File: config.mk
export PLATFORM = sky130hd
export DESIGN_NAME = pet_need_tracker
export DESIGN_NICKNAME = d
export VERILOG_FILES = /design/src/rtl/pet_need_tracker.sv
export SDC_FILE = /design/constraint.sdc
export NUM_CORES = 1
export LEC_CHECK = 0
export ABC_AREA = 1
export CORE_MARGIN = 3
export CORE_UTILIZATION = 64
export DETAILED_ROUTE_END_ITERATION = 6
export PLACE_DENSITY_LB_ADDON = 0.2
export SYNTH_ARGS = -nofsm -noshare
export SYNTH_HDL_FRONTEND = slang
export SYNTH_SLANG_ARGS = --single-unit
File: constraint.sdc
create_clock -name clk -period 4.9 [get_ports clk]
set_clock_uncertainty 0.05 [all_clocks]
set_input_delay 0.98 -clock clk [delete_from_list [all_inputs] [get_ports clk]]
set_output_delay 0.98 -clock clk [all_outputs]
set_load 0.005 [all_outputs]
File: src/rtl/pet_need_tracker.sv
// Pet status datapath: per-need raise/neglect tracking, dying/deceased
// escalation, sleep cycles and age, all advanced by a prescaled game tick.
module pet_need_tracker #(
  parameter int NUM_NEEDS    = 4,
  parameter int TICK_CYCLES  = 50_000_000,
  parameter int TICK_W       = 26,
  parameter int LIFE_W       = 9,
  parameter int MAX_LIFE     = 330,
  parameter int PERIOD_W     = 8,
  parameter logic [NUM_NEEDS*PERIOD_W-1:0] NEED_PERIODS = {8'd30, 8'd25, 8'd20, 8'd15},
  parameter int GRACE_TICKS  = 4,
  parameter int DYING_TICKS  = 4,
  parameter int SLEEP_PERIOD = 45,
  parameter int SLEEP_TICKS  = 5,
  parameter int AGE_W        = 4
) (
  input  logic                 clk,
  input  logic                 reset,
  input  logic                 enable,
  input  logic [NUM_NEEDS-1:0] care_given,
  output logic                 tick,
  output logic [LIFE_W-1:0]    life_ticks,
  output logic [NUM_NEEDS-1:0] need_active,
  output logic [NUM_NEEDS-1:0] need_shown,
  output logic                 dying,
  output logic                 deceased,
  output logic                 sleeping,
  output logic [AGE_W-1:0]     age
);

  localparam int NEG_W = $clog2(GRACE_TICKS + 1);
  localparam int DYC_W = $clog2(DYING_TICKS + 1);
  localparam int SLP_W = $clog2(SLEEP_PERIOD + SLEEP_TICKS + 1);

  typedef enum logic {AWAKE, ASLEEP} sleep_e;

  function automatic logic [PERIOD_W-1:0] period_m1(input int unsigned idx);
    return NEED_PERIODS[idx*PERIOD_W +: PERIOD_W] - PERIOD_W'(1);
  endfunction

  logic [TICK_W-1:0]   presc_q, presc_d;
  logic [LIFE_W-1:0]   life_q, life_d;
  logic [NUM_NEEDS-1:0] active_q, active_d;
  logic [PERIOD_W-1:0] phase_q [NUM_NEEDS];
  logic [PERIOD_W-1:0] phase_d [NUM_NEEDS];
  logic [NEG_W-1:0]    neglect_q [NUM_NEEDS];
  logic [NEG_W-1:0]    neglect_d [NUM_NEEDS];
  logic                dying_q, dying_d;
  logic [DYC_W-1:0]    dyc_q, dyc_d;
  logic                dead_q, dead_d;
  sleep_e              state_q, state_d;
  logic [SLP_W-1:0]    slp_q, slp_d;
  logic [AGE_W-1:0]    age_q, age_d;
  logic                run, tick_c, awake_tick, any_grace;

  // State registers with synchronous reset
  always_ff @(posedge clk) begin
    if (reset) begin
      presc_q  <= '0;
      life_q   <= '0;
      active_q <= '0;
      for (int unsigned i = 0; i < NUM_NEEDS; i++) begin
        phase_q[i]   <= period_m1(i);
        neglect_q[i] <= '0;
      end
      dying_q <= 1'b0;
      dyc_q   <= '0;
      dead_q  <= 1'b0;
      state_q <= AWAKE;
      slp_q   <= SLP_W'(SLEEP_PERIOD - 1);
      age_q   <= '0;
    end else begin
      presc_q  <= presc_d;
      life_q   <= life_d;
      active_q <= active_d;
      for (int unsigned i = 0; i < NUM_NEEDS; i++) begin
        phase_q[i]   <= phase_d[i];
        neglect_q[i] <= neglect_d[i];
      end
      dying_q <= dying_d;
      dyc_q   <= dyc_d;
      dead_q  <= dead_d;
      state_q <= state_d;
      slp_q   <= slp_d;
      age_q   <= age_d;
    end
  end

  // Next-state: prescaler, needs, dying/deceased escalation, sleep FSM
  always_comb begin
    run        = enable && !dead_q;
    tick_c     = run && (presc_q == TICK_W'(TICK_CYCLES - 1));
    awake_tick = tick_c && (state_q == AWAKE);
    presc_d    = presc_q;
    life_d     = life_q;
    active_d   = active_q;
    dead_d     = dead_q;
    dyc_d      = dyc_q;
    state_d    = state_q;
    slp_d      = slp_q;
    age_d      = age_q;
    any_grace  = 1'b0;

    if (run) presc_d = tick_c ? '0 : presc_q + TICK_W'(1);

    // Care is applied after the tick update so that it wins over a raise
    // or a neglect increment landing on the same edge.
    for (int unsigned i = 0; i < NUM_NEEDS; i++) begin
      phase_d[i]   = phase_q[i];
      neglect_d[i] = neglect_q[i];
      if (awake_tick) begin
        if (active_q[i] && (neglect_q[i] != NEG_W'(GRACE_TICKS)))
          neglect_d[i] = neglect_q[i] + NEG_W'(1);
        if (phase_q[i] == '0) begin
          phase_d[i]  = period_m1(i);
          active_d[i] = 1'b1;
        end else begin
          phase_d[i] = phase_q[i] - PERIOD_W'(1);
        end
      end
      if (care_given[i] && !dead_q) begin
        active_d[i]  = 1'b0;
        neglect_d[i] = '0;
      end
      if (neglect_d[i] == NEG_W'(GRACE_TICKS)) any_grace = 1'b1;
    end

    if (tick_c) begin
      life_d = life_q + LIFE_W'(1);
      if (life_d == LIFE_W'(MAX_LIFE)) dead_d = 1'b1;
      if (dying_q && (dyc_q != DYC_W'(DYING_TICKS))) dyc_d = dyc_q + DYC_W'(1);
      if (dyc_d == DYC_W'(DYING_TICKS)) dead_d = 1'b1;

      case (state_q)
        AWAKE: begin
          if (slp_q != '0) begin
            slp_d = slp_q - SLP_W'(1);
          end else if (!dying_q) begin
            state_d = ASLEEP;
            slp_d   = SLP_W'(SLEEP_TICKS - 1);
          end
        end
        ASLEEP: begin
          if (slp_q != '0) begin
            slp_d = slp_q - SLP_W'(1);
          end else begin
            state_d = AWAKE;
            slp_d   = SLP_W'(SLEEP_PERIOD - 1);
            if (age_q != '1) age_d = age_q + AGE_W'(1);
          end
        end
        default: state_d = AWAKE;
      endcase
    end

    dying_d = any_grace && !dead_d;
    if (!dying_d) dyc_d = '0;
  end

  assign tick        = tick_c;
  assign life_ticks  = life_q;
  assign need_active = active_q;
  assign need_shown  = (dying_q || dead_q) ? '0 : (active_q & (~active_q + NUM_NEEDS'(1)));
  assign dying       = dying_q && !dead_q;
  assign deceased    = dead_q;
  assign sleeping    = (state_q == ASLEEP) && !dead_q;
  assign age         = age_q;

endmodule

# Word-level counts from Yosys, hierarchy flattened
# Memories as Yosys holds them, arrays and structs flattened.
# Index checks and enable logic that the tools add are counted.
# totals
out_inout_bits	25
memories	2
mem_bits_rw	44
reg_bits	55
# memory_table
memory	words	word_bits	rd	rd_clocked_by_memory_dff	write_ports	line_no	text
phase_q	4	8	4	0	4	44	logic [PERIOD_W-1:0] phase_q [NUM_NEEDS];
neglect_q	4	3	4	0	4	46	logic [NEG_W-1:0] neglect_q [NUM_NEEDS];
# classes
muxes	50
n_reduce_logical	34
n_bitwise	13
add_sub_neg	14
n_eq_ne	14
# ops
op	count
2-to-1 mux 8 bit	12
2-to-1 mux 3 bit	18
logical NOT 8 bit	4
subtractor 8 x 1 -> 8 bit (second input constant)	4
adder 26 x 1 -> 26 bit (second input constant)	1
equality test 26 bit (second input constant)	1
2-to-1 mux 26 bit	1
2-to-1 mux 6 bit	3
adder 3 x 1 -> 3 bit (second input constant)	5
equality test 3 bit (second input constant)	5
logical AND 1 bit	15
inequality test 3 bit (second input constant)	5
2-to-1 mux 1 bit	13
one-hot mux 6 bit (2 select lines)	1
AND reduction 2 bit	5
OR reduction 2 bit	5
adder 9 x 1 -> 9 bit (second input constant)	1
equality test 9 bit (second input constant)	1
adder 4 x 1 -> 4 bit (second input constant)	2
bitwise OR 1 bit	8
nonzero test 6 bit	1
subtractor 6 x 1 -> 6 bit (second input constant)	1
AND 4 bit	1
2-to-1 mux 4 bit	1
8 further kinds	11

# Longest topological paths before layout
# depth
ltp_word	14
depth_mapped	14

# Worst setup path before layout
# No wires, ideal clock.
# synth_timing
path_type	in2out
from	in enable
to	out tick
arrival_ns	1.762
path_stages	7
setup_slack_ns	2.108
cell_sequence	inv_2 nor2_2 nand2_1 nor2_2 nand2_1 nor2_2 buf_2
# synth_via
elab_chain_cells	2
# synth_rtl
element	line_no	text
from (decl)	19	input logic enable,
logical AND 1 bit	91	run = enable && !dead_q;
logical AND 1 bit	92	tick_c = run && (presc_q == TICK_W'(TICK_CYCLES - 1));
to (decl)	21	output logic tick,
# Every way passes these cells.

# Final worst setup path
# Same ends and word-level chain as after synthesis.

==> results.toml <==
[run_status]
status = "finished, final reports clean"

[clocking]
clk_path_buf_depth = 2
cts_buffers = 9
clk_latency_ns = 0.36
cts_setup_buffers = 0
h-tree-depth = 3
clk_pin_slew_worst_paths_ns = 0.08
cts_hold_buf = 0
ctsRootBufferMaster = "clkbuf_8"
cts-resized-gates = 0
clock_sinks = 99
cts_tree = "built"

[route]
vias_per_cell = 5.49
maxUsedRoutingLayer = "met4"
wl_mm = 11.7
drt-wirelength-per-cell_um = 13.1
drt_pass1_iterations = 5
first_iter_violations = 232
wirelength_met1_mm = 5.20
wl_met2_mm = 5.73
via_count = 4921
met3_length_um = 636
antenna_left = 0
drc = 0

[yosys]
ys_seq_area_share_pct = 37.7
yosys_register_bits = 99
syn_area_per_cell_um2 = 6.95
synthesis.area_um2 = 5260
yosys_warnings = 0
synth_top_area_share_pct = 37.7
synth-main-ff-cell = "dfxtp_1"
synthTopCellsByArea = "dfxtp_1 38%, nand2_1 9.4%, nor2_1 8.1%"
synthCells = 756
yosys.area.top_type = "dfxtp_1"
syn_nets = 787
ys_async_sr_fraction_pct = 0
synth_edf_count = 0
synth.distinct_cells = 44

[grt]
grt_pass1_wl_mm = 20.1
antenna_found_initial = 0
grt_pass1_vias = 4569
grt_overflow_total = 0
grt_max_degree = 32
grt_use_total_pct = 25.1

[floorplanning]
dieWidth_um = 96.6
core_um2 = 7850
initial_core_util_pct = 67.0
die-area_um2 = 9330
chipHeight_um = 96.6
rows = 32
ios = 32

[job]
maxCapViolCount = 0

[timing]
fmax_mhz = 243
final.setup.tns_ns = 0
worstMarginPinSlew_ns = 0.605
rsz0062_at_grt = "no"
slew_violations = 0
period_needed_ns = 4.11
hold_viol = 0
max-slew-margin-rel_pct = 59.6
finalSetupViolCount = 0
fin_crit_sh_pct = 83.8

[layout]
nFillCells = 626
final_nets = 820
regArea_um2 = 1980
final_common_cell = "nand2_1"
instances_no_fill = 896
mostFrequentLayoutCells = "132 x nand2_1, 113 x nor2_1, 108 x inv_1"
syn_to_final_growth_pct = 11.4
drive_gt1_share_pct = 6.68
multi_input_area_um2 = 2770
antenna_cells = 0

[worst_setup_path]
r2r_cells = 13
crit_required_ns = 3.87
rrSetupSlack_ns = 2.23
r2r-start = "deceased"
cp-start-kind = "input pin"
critPathKind = "input pin to output pin"
worstPathArrival_ns = 3.08
path_max_fanout = 12
cp-end-kind = "output pin"
startpoint = "enable"
crit_end = "tick"
reg2reg_to = "phase_q[2][6]"

[power_and_ir_drop]
p_leak_uw = 0.00222
vdd_drop_max_mv = 0.140
p_per_area_nw_per_um2 = 233

[placement]
routabilityCongestion = 0.912
dpl.cell_count = 880
io_buffers = 31
place_hpwl_mm = 8.83

[hold_path]
min_path_cells = 1
hp-class = "flop to flop"
[Yosys cell counts (7+ instances only)]
cell / count
dfxtp_1: 99
nor3_1: 18
xor2_1: 18
nand4_1: 18
inv_2: 7
o21ai_1: 7
ha_1: 24
nand2_1: 132
nor2_2: 13
nand3_1: 51
a21oi_1: 45
o21ai_0: 39
nor2_1: 113
inv_1: 108
[kinds of logic (layout without fill, tap and decap cells)]
family | after synthesis | after routing | synth area share (%)
AOI/OAI and AO/OA | 108 | 108 | 11.1
xor gates and xnor gates | 22 | 22 | 3.67
adders and majority gates | 24 | 24 | 5.71
buffers and inverters | 131 | 169 | 9.67
DFF | 99 | 99 | 37.7
muxes | 1 | 1 | 0.190
and+or+nand+nor | 371 | 371 | 32.0
[per-layer routing]
layer	track usage, %	up-vias
li1	-	2500
met1	32.1	2271
met2	43.1	135
met3	4.47	15
met4	7.45	0
met5	0	-
[critical path, stage by stage]
cell	delay, ns
clkdlybuf4s50_1	0.53
inv_2	0.05
nor2_2	0.34
nand2_1	0.19
nor2_2	0.21
nand2_1	0.11
nor2_2	0.14
clkdlybuf4s50_1	0.52
[metrics by stage]
step | utilization (%) | power (uW) | worst slack [ns] | hold slack (ns) | area (um2)
2_1_floorplan | - | 848 | 2.11 | 0.373 | 5260
3_3_place_gp | 72.1 | 860 | 0.906 | 0.386 | 5660
3_5_place_dp | 72.1 | 862 | 0.824 | 0.395 | 5660
4_1_cts | 74.6 | 1380 | 0.799 | 0.407 | 5850
5_1_grt | 74.6 | 1410 | 0.637 | 0.430 | 5850
6_report | 74.6 | 1370 | 0.791 | 0.405 | 5850
[cell type report]
cell class | instances | area share (%)
Clock inverter | 4 | 0.855
Timing Repair Buffer | 34 | 5.69
Inverter | 119 | 7.68
Tap cell | 102 | 2.18
Sequential cell | 99 | 33.9
Clock buffer | 12 | 2.48
Multi-Input combinational cell | 526 | 47.3
[report_power, final]
| part | internal [uW] | switching [uW] | total, uW |
|---|---|---|---|
| Combinational | 11.5 | 25.8 | 37.3 |
| Clock | 250 | 272 | 522 |
| Sequential | 805 | 1.15 | 806 |
[worst min path at each step]
stage                         end     startpoint
floorplan           phase_q[0][4]  phase_q[0][4]
global placement    phase_q[0][4]  phase_q[0][4]
detailed placement  phase_q[0][4]  phase_q[0][4]
CTS                 phase_q[0][4]  phase_q[0][4]
global route             slp_q[0]       slp_q[0]
finish              phase_q[0][4]  phase_q[0][4]
[state kept, by name, summed over array words and instances (netlist names)]
signal,cells
phase_q,32
presc_q,26
neglect_q,12
life_ticks,9
slp_q,6
age,4
need_active,4
dyc_q,3
deceased,1
dying_q,1
state_q,1
No activity file was read; power rests on OpenSTA's default activity.
